## src/rtl/wshb_burst_reader.sv

```systemverilog
// Wishbone read master that streams a frame of NWORDS words from memory in
// fixed-length bursts into a show-ahead FIFO, presented as a valid/ready
// pixel stream with a frame_start tag on word 0.
module wshb_burst_reader #(
   parameter int unsigned WIDTH      = 32,
   parameter logic [31:0] BASE_ADDR  = 32'h0,
   parameter int unsigned NWORDS     = 1024,
   parameter int unsigned BURST      = 8,
   parameter int unsigned FIFO_DEPTH = 32
) (
   input  logic               clk_i,
   input  logic               rst_i,
   // Wishbone master
   output logic               wshb_cyc_o,
   output logic               wshb_stb_o,
   output logic               wshb_we_o,
   output logic [31:0]        wshb_adr_o,
   output logic [WIDTH/8-1:0] wshb_sel_o,
   output logic [WIDTH-1:0]   wshb_dat_ms_o,
   input  logic [WIDTH-1:0]   wshb_dat_sm_i,
   input  logic               wshb_ack_i,
   input  logic               wshb_err_i,
   input  logic               wshb_rty_i,
   // Control and pixel stream
   input  logic               enable_i,
   output logic [WIDTH-1:0]   pix_data_o,
   output logic               pix_valid_o,
   input  logic               pix_ready_i,
   output logic               frame_start_o
);

   localparam int unsigned IdxW  = (NWORDS > 1) ? $clog2(NWORDS) : 1;
   localparam int unsigned BeatW = (BURST > 1) ? $clog2(BURST) : 1;
   localparam int unsigned PtrW  = (FIFO_DEPTH > 1) ? $clog2(FIFO_DEPTH) : 1;
   localparam int unsigned CntW  = PtrW + 1;
   localparam int unsigned Step  = WIDTH / 8;

   localparam logic [CntW-1:0]  DepthC   = CntW'(FIFO_DEPTH);
   localparam logic [CntW-1:0]  BurstC   = CntW'(BURST);
   localparam logic [IdxW-1:0]  LastIdx  = IdxW'(NWORDS - 1);
   localparam logic [BeatW-1:0] LastBeat = BeatW'(BURST - 1);

   typedef enum logic [0:0] {
      StIdle,
      StBurst
   } state_e;

   state_e           state_q, state_d;
   logic [IdxW-1:0]  word_idx_q, word_idx_d;
   logic [BeatW-1:0] beat_cnt_q, beat_cnt_d;
   logic [31:0]      adr_q, adr_d;

   // FIFO storage: MSB carries the frame_start tag
   logic [WIDTH:0]   fifo_mem [FIFO_DEPTH];
   logic [PtrW-1:0]  wr_ptr_q, wr_ptr_d;
   logic [PtrW-1:0]  rd_ptr_q, rd_ptr_d;
   logic [CntW-1:0]  count_q, count_d;

   logic             push;
   logic             pop;
   logic             flush;
   logic             beat_fail;
   logic [CntW-1:0]  credit;
   logic [CntW-1:0]  credit_next;

   // Per-cycle FIFO and bus event decode
   always_comb begin
      beat_fail   = wshb_err_i | wshb_rty_i;
      push        = (state_q == StBurst) && wshb_ack_i && !beat_fail;
      pop         = pix_valid_o && pix_ready_i;
      flush       = (state_q == StIdle) && !enable_i;
      credit      = DepthC - count_q;
      credit_next = DepthC - count_d;
   end

   // FIFO pointer and occupancy next-state; flush overrides push/pop
   always_comb begin
      wr_ptr_d = wr_ptr_q;
      rd_ptr_d = rd_ptr_q;
      count_d  = count_q;
      if (flush) begin
         wr_ptr_d = '0;
         rd_ptr_d = '0;
         count_d  = '0;
      end else begin
         if (push) begin
            wr_ptr_d = wr_ptr_q + 1'b1;
         end
         if (pop) begin
            rd_ptr_d = rd_ptr_q + 1'b1;
         end
         count_d = count_q + CntW'(push) - CntW'(pop);
      end
   end

   // Burst FSM: next state, word/beat counters and bus strobe
   always_comb begin
      state_d    = state_q;
      word_idx_d = word_idx_q;
      beat_cnt_d = beat_cnt_q;
      wshb_cyc_o = 1'b0;
      case (state_q)
         StIdle: begin
            if (!enable_i) begin
               word_idx_d = '0;
            end else if (credit >= BurstC) begin
               state_d    = StBurst;
               beat_cnt_d = '0;
            end
         end
         StBurst: begin
            wshb_cyc_o = 1'b1;
            if (beat_fail) begin
               // Failed beat: retry the same word later with a fresh burst
               state_d    = StIdle;
               beat_cnt_d = '0;
            end else if (wshb_ack_i) begin
               word_idx_d = (word_idx_q == LastIdx) ? '0 : word_idx_q + 1'b1;
               beat_cnt_d = beat_cnt_q + 1'b1;
               if (beat_cnt_q == LastBeat) begin
                  beat_cnt_d = '0;
                  // Chain straight into the next burst only if it is sure to fit
                  if (!(enable_i && (credit_next >= BurstC))) begin
                     state_d = StIdle;
                  end
               end
            end
         end
         default: begin
            state_d = StIdle;
         end
      endcase
   end

   // Address tracks the word index so it is stable until the beat is acked
   always_comb begin
      adr_d = BASE_ADDR + (32'(word_idx_d) * 32'(Step));
   end

   // State registers with synchronous reset
   always_ff @(posedge clk_i) begin
      if (rst_i) begin
         state_q    <= StIdle;
         word_idx_q <= '0;
         beat_cnt_q <= '0;
         adr_q      <= BASE_ADDR;
         wr_ptr_q   <= '0;
         rd_ptr_q   <= '0;
         count_q    <= '0;
      end else begin
         state_q    <= state_d;
         word_idx_q <= word_idx_d;
         beat_cnt_q <= beat_cnt_d;
         adr_q      <= adr_d;
         wr_ptr_q   <= wr_ptr_d;
         rd_ptr_q   <= rd_ptr_d;
         count_q    <= count_d;
      end
   end

   // FIFO storage write; contents need no reset since occupancy gates visibility
   always_ff @(posedge clk_i) begin
      if (push) begin
         fifo_mem[wr_ptr_q] <= {(word_idx_q == '0), wshb_dat_sm_i};
      end
   end

   // Output assignments
   always_comb begin
      wshb_stb_o    = wshb_cyc_o;
      wshb_we_o     = 1'b0;
      wshb_sel_o    = '1;
      wshb_dat_ms_o = '0;
      wshb_adr_o    = adr_q;
      pix_valid_o   = (count_q != '0);
      pix_data_o    = fifo_mem[rd_ptr_q][WIDTH-1:0];
      frame_start_o = pix_valid_o && fifo_mem[rd_ptr_q][WIDTH];
   end

endmodule
```

## config.mk

```make
export PLATFORM = sky130hd
export DESIGN_NAME = wshb_burst_reader
export DESIGN_NICKNAME = d
export VERILOG_FILES = /design/src/rtl/wshb_burst_reader.sv
export SDC_FILE = /design/constraint.sdc
export NUM_CORES = 1
export LEC_CHECK = 0
export CAP_MARGIN = 30
export CORE_ASPECT_RATIO = 1.5
export CORE_UTILIZATION = 40
export CTS_CLUSTER_SIZE = 14
export DETAILED_ROUTE_END_ITERATION = 8
export DONT_BUFFER_PORTS = 1
export SLEW_MARGIN = 10
export SYNTH_ARGS = -nofsm -noshare
export SYNTH_HDL_FRONTEND = slang
export SYNTH_SLANG_ARGS = --single-unit
```

## constraint.sdc

```tcl
create_clock -name clk_i -period 9.31 [get_ports clk_i]
set_clock_uncertainty 0.1 [all_clocks]
set_input_delay 0.4655 -clock clk_i [delete_from_list [all_inputs] [get_ports clk_i]]
set_output_delay 0.4655 -clock clk_i [all_outputs]
set_load 0.05 [all_outputs]
```

==> metrics, run 1 <==
FMAX=0.192 GHz; number of nets with antenna violations after routing=0; Hold WC Path Type=in -> reg; max-cap check violation count=0; Ports=144; layout cell share with drive strength beyond 1=0.304; top-area cell type share of the netlist area=0.749; CP endpoint kind=output pin; Synth area leaders=edfxtp_1 75%, mux4_2 18%, dfxtp_1 1.7%; Final Wtd Congestion=0.760; Die Wd=268 µm; DPL Wire Length=51.4 mm; CP startpoint kind=flip-flop; Setup Fix Bufs, Post-CTS=0; Max Root-Sink Buffers=3; Synth Area in Compound Gates=0.00425; Tcrit/Tclk final=0.561; Remaining DRCs=0; Final Hold Fails=0; Initial Util=0.405; Post-synth EDFFs=1,056; RSZ-0062 raised after global routing=no; Worst Setup Path Type=reg -> out; Resize count post-CTS=0; via density per instance=5.60; Max Used Layer=met5; Die Y-Extent=401 µm; Mean Syn Cell Area=23.3 µm²; worst setup margin=4090 ps; routed wl met2=52.0 mm; First-pass DRT Iterations=5; Synth Register Bits=1,091; final setup fails=0; Worst-Skew Late Latency=670 ps; Post-synth top flop=edfxtp_1; WL per Instance=28.9 µm; final net count=2,008; maximum vdd drop=134 µV; vias in the first global route=20,100; Post-Syn Instances=1,818; largest net degree at the start of global routing=151; Async SR Flop Fraction=0; count leader, synth=edfxtp_1; Final Max Slew Viols=0; WP data required=8740 ps; Slew HR=0.254; initial antenna violation count=5; main combinational cell family by area after synthesis=multiplexers; clock slew at reported path FFs=60 ps; Remaining Overflow, GRT=0; GRT Total Usage=0.188; Placement Setup Slack=4620 ps; CTS tree=yes; Clock Sinks=1,091; slew at the pin closest to its max-slew limit=1120 ps; register area share after synthesis=0.765; core outline area=0.105 mm²; DIE AREA=0.107 mm²; Root Buffer=clkbuf_16; multiplexer area fraction after synthesis=0.185; top cells by count, synth=1,056 x edfxtp_1, 330 x mux4_2, 75 x nor2_1, 66 x buf_4, 42 x clkbuf_1; setup TNS=0 ps; Worst Path Arrival=4660 ps; min Tclk post-route=5220 ps; synth unique cells=46; number of synthesis warnings=0; Iteration-0 DRC Markers=2,004; Lkg Pwr=14.4 nW; DR vias=19,100; hold buffers post-CTS=40; Post-Synth XOR/XNOR Area=0.00393; CTS Buf Count=99; synthesized area=0.0424 mm²; Port Buf Inserts=0; outcome=completed; row cnt=145; Post-Synth Simple-Gate Area=0.0142; CP max FO=40; routed wl met3=5.66 mm; number of H-tree levels=3; Synth area leader=edfxtp_1; PwrDens=226 mW/mm²; WL final=98.7 mm; Ant. Diodes=0; Area Growth Syn to Fin=13.5%; first-pass GRT wire length=142 mm; Post-Synth Adder-Cell Area=0.00579; WL met1=37.8 mm
## report_power, final
group          switching, mW  internal, mW
Combinational          0.831         0.676
Sequential            0.0502          5.41
Clock                   1.75          2.15
Total                   2.63          8.24
## layout by cell type (no fill, tap or decap), types with 6 or more instances in the layout
cell type / netlist / layout
edfxtp_1: 1056 / 1056
mux4_2: 330 / 330
clkbuf_16: 0 / 99
conb_1: 2 / 59
buf_4: 66 / 48
nor2_1: 75 / 43
dlygate4sd3_1: 0 / 37
mux2_2: 32 / 32
nor2_4: 0 / 32
dfxtp_1: 35 / 30
clkbuf_1: 42 / 27
buf_8: 0 / 23
clkinv_1: 0 / 19
ha_1: 18 / 18
nand2_1: 15 / 15
inv_1: 14 / 14
xor2_1: 11 / 11
clkinv_2: 0 / 11
a21oi_1: 9 / 9
xnor2_1: 8 / 8
nor3_1: 8 / 8
bufinv_16: 0 / 7
buf_6: 3 / 6
## cell families (layout without fill, tap and decap cells)
logic type / after synthesis / in the layout
AOI/OAI and AO/OA: 29 / 29
xor gates and xnor gates: 19 / 19
other: 2 / 59
adders and majority gates: 19 / 19
and+or+nand+nor: 131 / 131
buffers and inverters: 160 / 308
muxes: 367 / 367
DFF: 1091 / 1091
## worst paths after layout
check | slack, ps | end | from | cells past startpoint
max | 4090 | pix_data_o[27] | flip-flop | 5
min | 70 | count_q[1] | enable_i | 3
max reg2reg | 5220 | state_q | count_q[3] | 14
min reg2reg | 410 | beat_cnt_q[1] | beat_cnt_q[1] | 2
## state kept, by name, summed over array words and instances, names as in the netlist, named ones only
name        count
state_q         1
fifo_mem     1056
wr_ptr_q        5
rd_ptr_q        5
wshb_adr_o     10
beat_cnt_q      3
count_q         6
## worst max-delay path, stage by stage, from the launching register on
cell and delay (ps):
dfxtp_4 800, buf_4 800, buf_4 770, mux4_2 610, mux4_2 540, mux2_2 420
## final cells by class
| class | count | area (µm²) |
|---|---|---|
| Inverter | 14 | 52.6 |
| Fill cell | 8578 | 56400 |
| Sequential cell | 1091 | 32400 |
| Clock buffer | 126 | 2580 |
| Tap cell | 1396 | 1750 |
| Timing Repair Buffer | 120 | 1280 |
| Multi-Input combinational cell | 624 | 9510 |
| Clock inverter | 48 | 459 |
## per-layer routing
layer	vias to the layer above	GRT usage
li1	7818	-
met1	10500	0.236
met2	688	0.326
met3	171	0.0324
met4	2	0.0690
met5	-	0
## metrics by stage
stage | instances | util | power [mW] | area (µm²) | hold WS (ps)
finish | 3419 | 0.460 | 10.9 | 48100 | 69.1
global route | 3419 | 0.460 | 11.2 | 48100 | 61.1
CTS | 3389 | 0.456 | 11.0 | 47600 | 10.9
detailed placement | 3175 | 0.422 | 6.99 | 44100 | 402
global placement | 3173 | 0.422 | 6.97 | 44100 | 383
floorplan | 1875 | - | 6.75 | 42600 | 365
Power figures use the tool's default switching activity.
==> inputs of run 2 (changes only) <==
==> constraint.sdc (replaced) <==
create_clock -name clk_i -period 5.4 [get_ports clk_i]
set_clock_uncertainty 0.1 [all_clocks]
set_input_delay 0.27 -clock clk_i [delete_from_list [all_inputs] [get_ports clk_i]]
set_output_delay 0.27 -clock clk_i [all_outputs]
set_load 0.05 [all_outputs]
==> metrics, run 2 (same netlist as run 1, synthesis figures left out) <==
hold path endpoint=fifo_mem[30][30]; number of H-tree levels=3 (unchanged); fill count=8,600 (+0.26%); Hold Crit Depth=1 (-2); commonest non-fill, non-tap cell in the layout=edfxtp_1; CTS Buf Count=100 (+1.0%); Ports=144 (unchanged); RSZ-0062 raised after global routing=no; max-cap check violation count=0 (unchanged); number of nets with antenna violations after routing=0 (unchanged); RR Endpoint=fifo_mem[7][5]; vias in the first global route=20,100 (+0.040%); min Tclk post-route=4100 ps; Most flops, register=fifo_mem; Die Wd=268 µm (unchanged); Final Hold Fails=0 (unchanged); PwrDens=385 mW/mm² (+70%); slew at the pin closest to its max-slew limit=1010 ps (-106 ps); routed wl met3=5.43 mm (-4.0%); largest net degree at the start of global routing=85 (-44%); Iteration-0 DRC Markers=1,663 (-17%); Initial Util=0.405 (unchanged); Root Buffer=clkbuf_16; Clock Sinks=1,091 (unchanged); Max Root-Sink Buffers=3 (unchanged); FF-to-FF Start=state_q; WL per Instance=28.4 µm (-1.7%); CP max FO=21 (-48%); most frequent cells in the layout=1,056 x edfxtp_1, 330 x mux4_2, 100 x clkbuf_16, 59 x conb_1, 53 x buf_4; Final Wtd Congestion=0.761 (about the same); Setup Fix Bufs, Post-CTS=0 (unchanged); Remaining DRCs=0 (unchanged); final net count=2,030 (+1.1%); DIE AREA=0.107 mm² (unchanged); Tcrit/Tclk final=0.760; CP endpoint kind=flip-flop; first-pass GRT wire length=141 mm (-0.73%); final setup fails=0 (unchanged); setup TNS=0 ps (unchanged); CTS tree=yes; Worst Path Arrival=4330 ps (-330 ps); Slew HR=0.325 (+0.0709); max FFs per register=1,056 (unchanged); WL met1=35.7 mm (-5.3%); Max Used Layer=met5; Final Max Slew Viols=0 (unchanged); Remaining Overflow, GRT=0 (unchanged); WL final=97.6 mm (-1.1%); WP data required=5630 ps (-3110 ps); R2R depth=7 (-7); initial antenna violation count=5 (unchanged); Lkg Pwr=14.5 nW (+0.82%); Die Y-Extent=401 µm (unchanged); layout cell share with drive strength beyond 1=0.310 (+0.00565); Worst R2R Setup Slack=1300 ps (-3920 ps); CP startpoint kind=flip-flop; Worst Setup Path Type=reg -> reg; Hold WS=186 ps (+117 ps); Worst-Skew Late Latency=690 ps (+20 ps); GRT Total Usage=0.186 (-0.00221); clock slew at reported path FFs=60 ps (about the same); via density per instance=5.52 (-1.4%); FMAX=0.244 GHz; core outline area=0.105 mm² (unchanged); row cnt=145 (unchanged); Hold WC Path Type=in -> reg; Port Buf Inserts=0 (unchanged); Hold Startpoint=wshb_dat_sm_i[30]; routed wl met2=53.6 mm (+3.2%); Resize count post-CTS=0 (unchanged); DR vias=19,000 (-0.83%); DPL Wire Length=53.3 mm (+3.7%); maximum vdd drop=299 µV (+120%); Area Growth Syn to Fin=14.0%; outcome=completed; First-pass DRT Iterations=7 (+2)
[run 2: cell types whose count changed in the layout (fill, tap and decap cells not counted), moves of 4 or more]
cell / change
clkbuf_1: -9
buf_12: +8
dlygate4sd3_1: +6
buf_4: +5
buf_8: +5
clkinv_2: +5
bufinv_16: -4
clkinv_1: +4
[run 2: what timing repair did]
| action | in CTS | in global routing |
|---|---|---|
| endpoints found under the hold margin | 1059 | 0 |
| endpoints found under the setup margin | 0 | 0 |
| hold buffers | 43 | 0 |
[run 2: critical path, cell delays in order, from the launching register on]
cell	delay (ps)
dfxtp_1	320
buf_4	370
nor4bb_2	260
dlygate4sd3_1	570
buf_4	180
nand2_1	490
nor2_4	830
buf_4	570
[run 2: area by class of cell]
class | instances | area [µm²] | share of cell area
flip-flops and latches | 1091 | 32400 | 0.672
multi-input cells | 624 | 9510 | 0.197
clock buffers | 118 | 2570 | 0.0532
well taps | 1396 | 1750 | 0.0362
repair buffers | 141 | 1560 | 0.0323
clock inverters | 53 | 412 | 0.00853
inverters | 14 | 52.6 | 0.00109
diodes | 1 | 2.50 | 0.0000518
[run 2: report_power, final]
part	internal (mW)	switching (mW)	leakage, nW	total, mW
sequential	9.33	0.0826	9.77	9.41
clock	3.54	3.05	1.46	6.59
combinational	1.19	1.38	3.28	2.57
[run 2: how the worst max path moves through the flow]
stage | start | to | slack [ps] | cells past startpoint
6_report | state_q | fifo_mem[7][5] | 1300 | 7
5_1_grt | flip-flop | pix_data_o[28] | 1110 | 5
4_1_cts | flip-flop | pix_data_o[28] | 1140 | 5
3_5_place_dp | count_q[3] | state_q | 1500 | 14
3_3_place_gp | count_q[3] | state_q | 1470 | 14
2_1_floorplan | count_q[3] | state_q | 1740 | 15
[run 2: metrics by stage]
stage | total power [mW] | instance area, µm² | std cells | util | setup WS (ps)
5_1_grt | 19.2 | 48300 | 3437 | 0.462 | 1110
2_1_floorplan | 11.6 | 42600 | 1875 | - | 1740
3_3_place_gp | 12.0 | 44300 | 3187 | 0.424 | 1470
6_report | 18.6 | 48300 | 3438 | 0.462 | 1300
3_5_place_dp | 12.0 | 44400 | 3191 | 0.425 | 1500
4_1_cts | 18.8 | 47800 | 3405 | 0.458 | 1140
[run 2: per-layer routing]
layer | track usage | up-vias
li1 | - | 7871
met1 | 0.223 | 10300
met2 | 0.338 | 668
met3 | 0.0291 | 175
met4 | 0.0624 | 4
met5 | 0 | -
